`config.mk`:
```
export PLATFORM = sky130hd
export DESIGN_NAME = servo_pwm_array
export DESIGN_NICKNAME = d
export VERILOG_FILES = /design/src/rtl/servo_pkg.sv /design/src/rtl/servo_slew_channel.sv /design/src/rtl/servo_pwm_array.sv
export SDC_FILE = /design/constraint.sdc
export NUM_CORES = 1
export LEC_CHECK = 0
export ABC_CLOCK_PERIOD_IN_PS = 3900
export CAP_MARGIN = 10
export CORE_MARGIN = 8
export CORE_UTILIZATION = 50
export DETAILED_ROUTE_END_ITERATION = 16
export PLACE_DENSITY = 0.73
export SYNTH_ARGS = -nofsm -noshare
export SYNTH_HDL_FRONTEND = slang
export SYNTH_SLANG_ARGS = --single-unit
```
`constraint.sdc`:
```
create_clock -name clock -period 3.9 [get_ports clock]
set_input_delay 0.585 -clock clock [delete_from_list [all_inputs] [get_ports clock]]
set_output_delay 0.585 -clock clock [all_outputs]
set_load 0.02 [all_outputs]
```
`src/rtl/servo_pkg.sv`:
```
// Shared definitions for the servo PWM array: command mode encodings and
// default timing constants for a 27 MHz clock driving 20 ms servo frames.
package servo_pkg;

  typedef enum logic [1:0] {
    MODE_ABS    = 2'b00,
    MODE_UP     = 2'b01,
    MODE_DOWN   = 2'b10,
    MODE_CENTER = 2'b11
  } cmd_mode_e;

  localparam int DEF_PERIOD_COUNT = 540000;
  localparam int DEF_MIN_PULSE    = 13500;
  localparam int DEF_MAX_PULSE    = 67500;
  localparam int DEF_CENTER       = 40500;
  localparam int DEF_SLEW_STEP    = 2700;

endpackage

```
`src/rtl/servo_slew_channel.sv`:
```
// One servo channel: holds the commanded target and the active pulse width.
// Commands update the target immediately (saturated to the legal range);
// the pulse only creeps toward the target by at most SLEW_STEP once per frame.
module servo_slew_channel
  import servo_pkg::*;
#(
  parameter int PULSE_W   = 17,
  parameter int MIN_PULSE = DEF_MIN_PULSE,
  parameter int MAX_PULSE = DEF_MAX_PULSE,
  parameter int CENTER    = DEF_CENTER,
  parameter int SLEW_STEP = DEF_SLEW_STEP
) (
  input  logic               clock,
  input  logic               reset,
  input  logic               cmd_we_i,
  input  logic [1:0]         cmd_mode_i,
  input  logic [PULSE_W-1:0] cmd_val_i,
  input  logic               slew_en_i,
  output logic [PULSE_W-1:0] target_o,
  output logic [PULSE_W-1:0] pulse_o
);

  localparam logic [PULSE_W:0]   MIN_EXT    = (PULSE_W+1)'(MIN_PULSE);
  localparam logic [PULSE_W:0]   MAX_EXT    = (PULSE_W+1)'(MAX_PULSE);
  localparam logic [PULSE_W:0]   CENTER_EXT = (PULSE_W+1)'(CENTER);
  localparam logic [PULSE_W-1:0] CENTER_P   = PULSE_W'(CENTER);
  localparam logic [PULSE_W-1:0] STEP       = PULSE_W'(SLEW_STEP);

  logic [PULSE_W-1:0] target_q, target_d;
  logic [PULSE_W-1:0] pulse_q, pulse_d;
  logic [PULSE_W:0]   targetExt, valExt, sum, diff, rawNext, targetSat;
  logic [PULSE_W-1:0] gap;

  // Next target: one extra bit of headroom so up/down never wrap, then clamp.
  always_comb begin
    targetExt = {1'b0, target_q};
    valExt    = {1'b0, cmd_val_i};
    sum       = targetExt + valExt;
    diff      = targetExt - valExt;
    rawNext   = targetExt;
    case (cmd_mode_e'(cmd_mode_i))
      MODE_ABS:    rawNext = valExt;
      MODE_UP:     rawNext = sum;
      MODE_DOWN:   rawNext = diff[PULSE_W] ? MIN_EXT : diff;
      MODE_CENTER: rawNext = CENTER_EXT;
      default:     rawNext = targetExt;
    endcase
    if (rawNext < MIN_EXT) begin
      targetSat = MIN_EXT;
    end else if (rawNext > MAX_EXT) begin
      targetSat = MAX_EXT;
    end else begin
      targetSat = rawNext;
    end
    target_d = cmd_we_i ? PULSE_W'(targetSat) : target_q;
  end

  // Next pulse: at the frame boundary step toward the pre-edge target, capped at STEP.
  always_comb begin
    pulse_d = pulse_q;
    gap     = '0;
    if (slew_en_i) begin
      if (target_q > pulse_q) begin
        gap     = target_q - pulse_q;
        pulse_d = (gap > STEP) ? pulse_q + STEP : target_q;
      end else if (target_q < pulse_q) begin
        gap     = pulse_q - target_q;
        pulse_d = (gap > STEP) ? pulse_q - STEP : target_q;
      end
    end
  end

  // Target and pulse registers, both parked at centre on reset.
  always_ff @(posedge clock) begin
    if (reset) begin
      target_q <= CENTER_P;
      pulse_q  <= CENTER_P;
    end else begin
      target_q <= target_d;
      pulse_q  <= pulse_d;
    end
  end

  assign target_o = target_q;
  assign pulse_o  = pulse_q;

endmodule

```
`src/rtl/servo_pwm_array.sv`:
```
// Multi-channel hobby-servo PWM generator. Owns the shared frame counter,
// decodes commands into per-channel writes, and compares the counter with
// each channel's pulse width to drive registered PWM outputs.
module servo_pwm_array
  import servo_pkg::*;
#(
  parameter int NUM_CH       = 2,
  parameter int CH_W         = 1,
  parameter int COUNT_W      = 20,
  parameter int PULSE_W      = 17,
  parameter int PERIOD_COUNT = DEF_PERIOD_COUNT,
  parameter int MIN_PULSE    = DEF_MIN_PULSE,
  parameter int MAX_PULSE    = DEF_MAX_PULSE,
  parameter int CENTER       = DEF_CENTER,
  parameter int SLEW_STEP    = DEF_SLEW_STEP
) (
  input  logic                      clock,
  input  logic                      reset,
  input  logic                      cmd_valid,
  output logic                      cmd_ready,
  input  logic [CH_W-1:0]           cmd_ch,
  input  logic [1:0]                cmd_mode,
  input  logic [PULSE_W-1:0]        cmd_val,
  output logic                      cmd_err,
  output logic [NUM_CH-1:0]         pwm_out,
  output logic                      frame_start,
  output logic [NUM_CH*PULSE_W-1:0] pulse_width,
  output logic [NUM_CH*PULSE_W-1:0] target_width
);

  localparam logic [COUNT_W-1:0] LAST_COUNT = COUNT_W'(PERIOD_COUNT - 1);

  logic [COUNT_W-1:0] count_q, count_d;
  logic [NUM_CH-1:0]  pwm_q, pwm_d;
  logic               cmd_err_q, cmd_err_d;
  logic               frameEnd;
  logic               cmdAccept;
  logic               chValid;

  // The block never stalls commands; it is only unready while held in reset.
  assign cmd_ready   = ~reset;
  assign cmdAccept   = cmd_valid & cmd_ready;
  assign chValid     = 32'(cmd_ch) < 32'(NUM_CH);
  assign frameEnd    = (count_q == LAST_COUNT);
  assign frame_start = ~reset & (count_q == '0);

  for (genvar c = 0; c < NUM_CH; c++) begin : gCh
    logic chWe;
    assign chWe = cmdAccept & chValid & (cmd_ch == CH_W'(c));

    servo_slew_channel #(
      .PULSE_W  (PULSE_W),
      .MIN_PULSE(MIN_PULSE),
      .MAX_PULSE(MAX_PULSE),
      .CENTER   (CENTER),
      .SLEW_STEP(SLEW_STEP)
    ) uChannel (
      .clock     (clock),
      .reset     (reset),
      .cmd_we_i  (chWe),
      .cmd_mode_i(cmd_mode),
      .cmd_val_i (cmd_val),
      .slew_en_i (frameEnd),
      .target_o  (target_width[c*PULSE_W +: PULSE_W]),
      .pulse_o   (pulse_width[c*PULSE_W +: PULSE_W])
    );
  end

  // Next-state for the frame counter, PWM comparators and the reject strobe.
  always_comb begin
    count_d   = frameEnd ? '0 : count_q + COUNT_W'(1);
    cmd_err_d = cmdAccept & ~chValid;
    pwm_d     = '0;
    for (int c = 0; c < NUM_CH; c++) begin
      pwm_d[c] = 32'(count_q) < 32'(pulse_width[c*PULSE_W +: PULSE_W]);
    end
  end

  // Counter, PWM lines and error strobe; reset drops every drive line at once.
  always_ff @(posedge clock) begin
    if (reset) begin
      count_q   <= '0;
      pwm_q     <= '0;
      cmd_err_q <= 1'b0;
    end else begin
      count_q   <= count_d;
      pwm_q     <= pwm_d;
      cmd_err_q <= cmd_err_d;
    end
  end

  assign pwm_out = pwm_q;
  assign cmd_err = cmd_err_q;

endmodule
```
**After elaboration in Yosys (flattened, before gate mapping)**

Cells that the tools add are included.

- Flip-flop bits (word level): 90
- Bits in latches: 0
- RAM bits: 0
- Memory bits (read-only): 0
- Bits of input ports: 23
- Memories: 0

- Add/subtract/negate cells: 13
- $mul: 0
- Div/mod/pow operators: 0
- $lt $le $gt $ge: 14
- Equality and inequality tests: 4
- Shift operators: 0
- Mux-type cells: 16
- Bitwise gates (word level): 6
- Reductions and logical operators: 7

Operator list:

| cell | number |
|---|---|
| 2-to-1 mux 17 bit | 14 |
| case mux 18 bit (4 select lines) | 2 |
| greater-than comparator 17 x 12 -> 1 bit (second input constant) | 4 |
| subtractor 17 bit | 4 |
| less-than comparator 20 x 17 -> 1 bit | 2 |
| adder 17 x 17 -> 18 bit | 2 |
| greater-than comparator 18 x 17 -> 1 bit (second input constant) | 2 |
| less-than comparator 18 x 14 -> 1 bit (second input constant) | 2 |
| subtractor 17 x 17 -> 18 bit | 2 |
| adder 17 x 12 -> 17 bit (second input constant) | 2 |
| greater-than comparator 17 bit | 2 |
| less-than comparator 17 bit | 2 |
| subtractor 17 x 12 -> 17 bit (second input constant) | 2 |
| adder 20 x 1 -> 20 bit (second input constant) | 1 |
| == test 20 bit (second input constant) | 1 |
| zero test 20 bit | 1 |
| bitwise AND 1 bit | 4 |
| == test 2 bit (second input constant) | 2 |
| AND reduction 2 bit | 2 |
| nonzero test 2 bit | 2 |
| == test 2 x 1 -> 1 bit (second input constant) | 1 |
| zero test 2 bit | 1 |
| inverter 1 bit | 2 |
| OR reduction 2 bit | 1 |

**Logic depth before layout (Yosys ltp)**

- Word-level depth: 6
- Gate-level depth with buffers: 17
- Depth with buffers taken out: 15

**Modules after synthesis**

From an unflattened synthesis, not the netlist that was laid out.

- Cell total of the unflattened synthesis: 2095
- Area total of the unflattened synthesis: 14998.1 sq um

Modules (own cells, without submodules):

| module | times used | cells each | area an instance (sq um) | sequential area each (sq um) |
|---|---|---|---|---|
| servo_slew_channel at gCh[0].uChannel | 1 | 953 | 6697.7 | 680.7 |
| servo_slew_channel at gCh[1].uChannel | 1 | 908 | 6454.9 | 680.7 |
| servo_pwm_array | 1 | 234 | 1845.5 | 440.4 |

**Worst setup path before layout**

OpenSTA, ideal clock, no wires.

- Path type: flip-flop to flip-flop
- From: reg gCh[0].uChannel.pulse_q[4]
- To: reg gCh[0].uChannel.pulse_q[11]
- Arrival: 3707 ps
- Data required time: 3770 ps
- Path slack: 62 ps
- Cell stages (with the launch flop): 17
- Path buffers: 3
- Cell sequence: dfxtp_1 clkbuf_1 inv_1 ha_1 clkbuf_1 nand2_1 a211oi_1 o21bai_1 a311oi_1 xor2_1 nor4_1 o211ai_1 nand2_1 buf_4 nor2_1 a2111oi_0 o22ai_1

- Longest elaborated chain between the ends: 5
- Elaborated cells on any way between the ends: 14
- Those cells by class: add/sub: 4; order compare: 4; mux: 4; reduce/logical: 2

Ends and longest elaborated chain:

| what | RTL line | source |
|---|---|---|
| start: declaration | servo_slew_channel.sv:30 | `logic [PULSE_W-1:0] pulse_q, pulse_d;` |
| start signal: assignment | servo_slew_channel.sv:80 | `pulse_q <= pulse_d;` |
| subtractor 17 bit | servo_slew_channel.sv:67 | `gap = pulse_q - target_q;` |
| greater-than comparator 17 x 12 -> 1 bit | servo_slew_channel.sv:68 | `pulse_d = (gap > STEP) ? pulse_q - STEP : target_q;` |
| 2-to-1 mux 17 bit | servo_slew_channel.sv:68 |  |
| 2-to-1 mux 17 bit | servo_slew_channel.sv:66 | `end else if (target_q < pulse_q) begin` |
| 2-to-1 mux 17 bit | servo_slew_channel.sv:63 | `if (target_q > pulse_q) begin` |

Parallel ways exist; a longest one is shown, timed or not. The select of a mux whose other input is x is not followed.
A chain may end at the register's enable or synchronous reset.

**Worst setup path in the final report**

- From: in cmd_val[12]
- To: reg gCh[1].uChannel.target_q[6]

- Longest elaborated chain between the ends: 6
- Elaborated cells on any way between the ends: 8
- Those cells by class: add/sub: 2; order compare: 2; mux: 4

Ends and longest elaborated chain:

| what | RTL line | source |
|---|---|---|
| start: declaration | servo_pwm_array.sv:23 | `input logic [PULSE_W-1:0] cmd_val,` |
| subtractor 17 x 17 -> 18 bit | servo_slew_channel.sv:39 | `diff = targetExt - valExt;` |
| 2-to-1 mux 17 bit | servo_slew_channel.sv:44 | `MODE_DOWN: rawNext = diff[PULSE_W] ? MIN_EXT : diff;` |
| case mux 18 bit (4 select lines) (*) | servo_slew_channel.sv:41 | `case (cmd_mode_e'(cmd_mode_i))` |
| greater-than comparator 18 x 17 -> 1 bit | servo_slew_channel.sv:50 | `end else if (rawNext > MAX_EXT) begin` |
| 2-to-1 mux 17 bit | servo_slew_channel.sv:50 |  |
| 2-to-1 mux 17 bit (*) | servo_slew_channel.sv:48 | `if (rawNext < MIN_EXT) begin` |
| end signal: assignment | servo_slew_channel.sv:79 | `target_q <= target_d;` |
| end: declaration | servo_slew_channel.sv:29 | `logic [PULSE_W-1:0] target_q, target_d;` |

Mark *: on every way between the ends. The rest lies on a longest branch, timed or not.

==> results.py <==
metrics = {
    "global_routing": {
        "track_usage_pct": 33.0,
        "grt_pass1_vias": 16800,
        "grt_pass1_wl_mm": 89.9,
        "antenna_found_initial": 1,
        "grt_max_degree": 27,
        "overflow": 0,
    },
    "layout": {
        "areaGrowthSynthToFinish_pct": 37.7,
        "multi_input_area_sq_um": 12100,
        "drive_gt1_share_pct": 25.8,
        "post-route-util_pct": 69.8,
        "antenna_cells": 0,
        "nets": 2587,
        "stdcell_count": 2769,
        "ff_latch_area_sq_um": 1820,
        "n_fill_cell": 2286,
    },
    "die": {
        "design.portCount": 96,
        "fp.dieH_um": 184,
        "core_area_sq_um": 27700,
        "dieArea_sq_um": 33700,
        "die_x_um": 184,
        "start_util_pct": 50.7,
        "rows": 61,
    },
    "power": {
        "seqPwrFrac_pct": 18.9,
        "combinationalPowerShare_pct": 64.5,
        "power_mw": 5.43,
        "swShare_pct": 45.0,
        "power.switching_mw": 2.44,
        "p_int_mw": 2.99,
        "clockPowerShare_pct": 16.7,
        "leakage_nw": 8.84,
        "peakVddDrop_v": 0.000208,
        "power_density_nw_per_um2": 281,
    },
    "placed_design": {
        "dp_cells": 2725,
        "place.gp.congestion": 1.10,
        "hpwl_mm": 46.8,
        "port-buffer-count": 94,
    },
    "clock_tree": {
        "cts.path.max_buffers": 2,
        "clock_latency_ns": 0.36,
        "htree_levels": 3,
        "tritoncts": "built",
        "cts-buffers-inserted": 9,
        "root_buffer": "clkbuf_16",
        "cts.sinks": 90,
        "clk_pin_slew_ns": 0.08,
    },
    "yosys": {
        "synth-compound-area-share_pct": 35.7,
        "ys_warn_count": 0,
        "synth_top_cells_by_area": "ha_1 (15%), dfxtp_1 (13%), a21oi_1 (5.6%)",
        "synthesis.area_sq_um": 14100,
        "seq_area_frac_synth_pct": 12.8,
        "synth_ff_type": "dfxtp_1",
        "synthMuxAreaShare_pct": 1.30,
        "synth-async-reset-ratio_pct": 0,
        "synth_edf_count": 0,
        "synth_adder_area_share_pct": 16.2,
        "yosys.area_share.simple_pct": 22.0,
        "synth_seq_cells": 90,
        "synth_cells": 1966,
        "postSynthAreaPerCell_sq_um": 7.15,
        "synthXorXnorAreaFrac_pct": 5.11,
        "yosysTopAreaCellShare_pct": 15.3,
        "synth_top_family_by_area": "compound AO/OA/AOI/OAI gates",
        "synth.distinct_cells": 98,
        "synth.largest_area_cell": "ha_1",
        "syn_nets": 2167,
    },
    "timing": {
        "rsz0062_at_grt": "true",
        "tightest_slew_ns": 0.957,
        "relSlewSlack_pct": 35.7,
        "fin_ws_ns": -0.00314,
        "min_period_ns": 3.90,
        "max_freq_mhz": 256,
        "final-setup-viol-count": 1,
        "holdWs_ns": 0.494,
        "hold_viol": 0,
        "slew_violations": 0,
        "finClkSkew_ns": 0.00852,
        "fin_crit_sh_pct": 100,
    },
    "critical_path": {
        "timing.rr.start": "gCh[0].uChannel.target_o[0]$_SDFFE_PP0P_",
        "reg2reg_setup_slack_ns": 0.12,
        "cp-end-kind": "flip-flop",
        "required_ns": 4.16,
        "worstPathMaxFanout": 4,
        "criticalPathCategory": "in -> reg",
        "worst_setup_path_start_kind": "primary input",
        "rr_worst_depth": 16,
        "timing.rr.end": "gCh[0].uChannel.pulse_o[5]$_SDFFE_PP1P_",
        "cp.arrival_ns": 4.16,
    },
    "outcome": {
        "status": "complete, but fails checks",
        "violations": "setup timing",
    },
    "route": {
        "dr.first_iter.drc_count": 1786,
        "post_drt_wl_per_cell_um": 21.3,
        "top_layer": "met4",
        "ant_nets": 0,
        "first_pass_iters": 6,
        "viasPerCell": 6.38,
        "wl_met2_mm": 25.4,
        "dr_total_vias": 17700,
        "wl_mm": 58.9,
        "drt-met1-wl_mm": 24.4,
        "wl_met3_mm": 5.73,
        "drc_errors": 0,
    },
    "min_path": {
        "hold_end": "count_q[0]$_SDFF_PP0_",
        "hold_class": "reg -> reg",
        "holdPathStages": 1,
        "hp-start": "count_q[0]$_SDFF_PP0_",
    },
    "job": {
        "cap_violations": 0,
    },
}
==> registers in the layout (all words and copies together), names as in the netlist <==
signal,count
pwm_out,2
gCh.uChannel.target_o,34
count_q,20
gCh.uChannel.pulse_o,34
==> cell usage after synthesis, types with 22 or more instances <==
library cell,number
nor3_1,51
a21oi_1,158
nand2_1,131
dfxtp_1,90
clkbuf_1,55
xnor2_1,50
a31oi_1,42
a21o_1,47
nand2b_1,29
nor2_1,167
o211ai_1,36
or3_1,24
and2_1,22
ha_1,172
inv_1,147
nor2b_1,29
nand3_1,63
o22ai_1,27
buf_2,30
xor2_1,32
o21ai_0,147
a211oi_1,33
==> power by group through the flow <==
| stage | Combinational, mW | Sequential [mW] | Clock [mW] |
|---|---|---|---|
| 5_1_grt | 3.74 | 1.02 | 0.945 |
| 3_3_place_gp | 3.06 | 1.04 | 0 |
| 6_report | 3.50 | 1.03 | 0.905 |
| 2_1_floorplan | 1.86 | 1.05 | 0 |
| 4_1_cts | 3.20 | 1.02 | 0.911 |
| 3_5_place_dp | 3.10 | 1.03 | 0 |
==> routing by layer <==
metal	vias up	track usage, %
met3	222	5.67
met4	0	17.1
met5	-	0
li1	8175	-
met2	1055	52.0
met1	8228	42.7
==> worst max-delay path by stage <==
stage                                             from                                       end  slack (ns)  cells after the start
6_report                                   cmd_val[12]  gCh[1].uChannel.target_o[6]$_SDFFE_PP0P_      -0.003                     16
5_1_grt                                     cmd_val[2]  gCh[1].uChannel.target_o[6]$_SDFFE_PP0P_        -0.1                     19
4_1_cts                                     cmd_val[8]  gCh[1].uChannel.target_o[6]$_SDFFE_PP0P_      -0.005                     15
3_5_place_dp                                cmd_val[3]  gCh[1].uChannel.target_o[6]$_SDFFE_PP0P_       -0.65                     17
3_3_place_gp                                cmd_val[3]  gCh[1].uChannel.target_o[6]$_SDFFE_PP0P_       -0.60                     17
2_1_floorplan  gCh[0].uChannel.pulse_o[4]$_SDFFE_PP1P_  gCh[0].uChannel.pulse_o[11]$_SDFFE_PP1P_        0.06                     16
==> cells in the final DEF, fill, tap and decap left out, drive strengths merged, types with 24 or more instances in the layout <==
| cell type | netlist | routed |
|---|---|---|
| a211oi | 34 | 34 |
| a21o | 47 | 47 |
| a21oi | 160 | 160 |
| a31oi | 44 | 44 |
| buf | 40 | 410 |
| clkdlybuf4s50 | 0 | 80 |
| dfxtp | 90 | 90 |
| ha | 172 | 172 |
| inv | 147 | 153 |
| nand2 | 131 | 131 |
| nand2b | 30 | 30 |
| nand3 | 63 | 63 |
| nor2 | 167 | 167 |
| nor2b | 31 | 31 |
| nor3 | 51 | 51 |
| o211ai | 36 | 36 |
| o21ai | 153 | 153 |
| o22ai | 28 | 28 |
| or3 | 24 | 24 |
| xnor2 | 50 | 50 |
| xor2 | 32 | 32 |
==> stage by stage <==
stage	instance area (sq um)	setup TNS, ns	worst slack, ns
6_report	19300	-0.00314	-0.00314
5_1_grt	19300	-0.350	-0.0979
4_1_cts	18600	-0.00494	-0.00494
3_5_place_dp	17900	-14.79	-0.646
3_3_place_gp	17900	-14.19	-0.597
2_1_floorplan	14100	0	0.0624
==> worst max-delay path, stage by stage <==
cell,delay [ns]
clkdlybuf4s50_1,0.54
inv_2,0.13
ha_4,0.27
a21oi_1,0.18
o21ai_0,0.17
a211oi_2,0.39
buf_4,0.21
nand3_4,0.09
a21oi_1,0.39
buf_4,0.21
a21oi_1,0.08
nand2_1,0.09
nand4b_1,0.14
a41o_1,0.33
and2_4,0.18
a22o_1,0.19
==> what timing repair did <==
action                                  in CTS  in global routing
resized for setup                           53                152
pin swaps                                   28                 52
setup buffers                               17                 11
hold buffers                                 0                  0
endpoints found under the setup margin      26                 52
==> area by class of cell <==
| cell class | instances | area share [%] |
|---|---|---|
| multi-input cells | 1633 | 62.6 |
| flip-flops and latches | 90 | 9.38 |
| inverters | 148 | 2.91 |
| clock inverters | 7 | 0.382 |
| clock buffers | 9 | 1.16 |
| repair buffers | 504 | 21.1 |
| well taps | 378 | 2.44 |
==> logic make-up after synthesis <==
| family | after synthesis |
|---|---|
| simple gates | 617 |
| mux | 18 |
| flops | 90 |
| buf+inv | 243 |
| xor+xnor | 82 |
| other cells | 1 |
| compound gates | 737 |
| fa+ha+maj | 178 |
No activity file was read; power rests on OpenSTA's default activity.
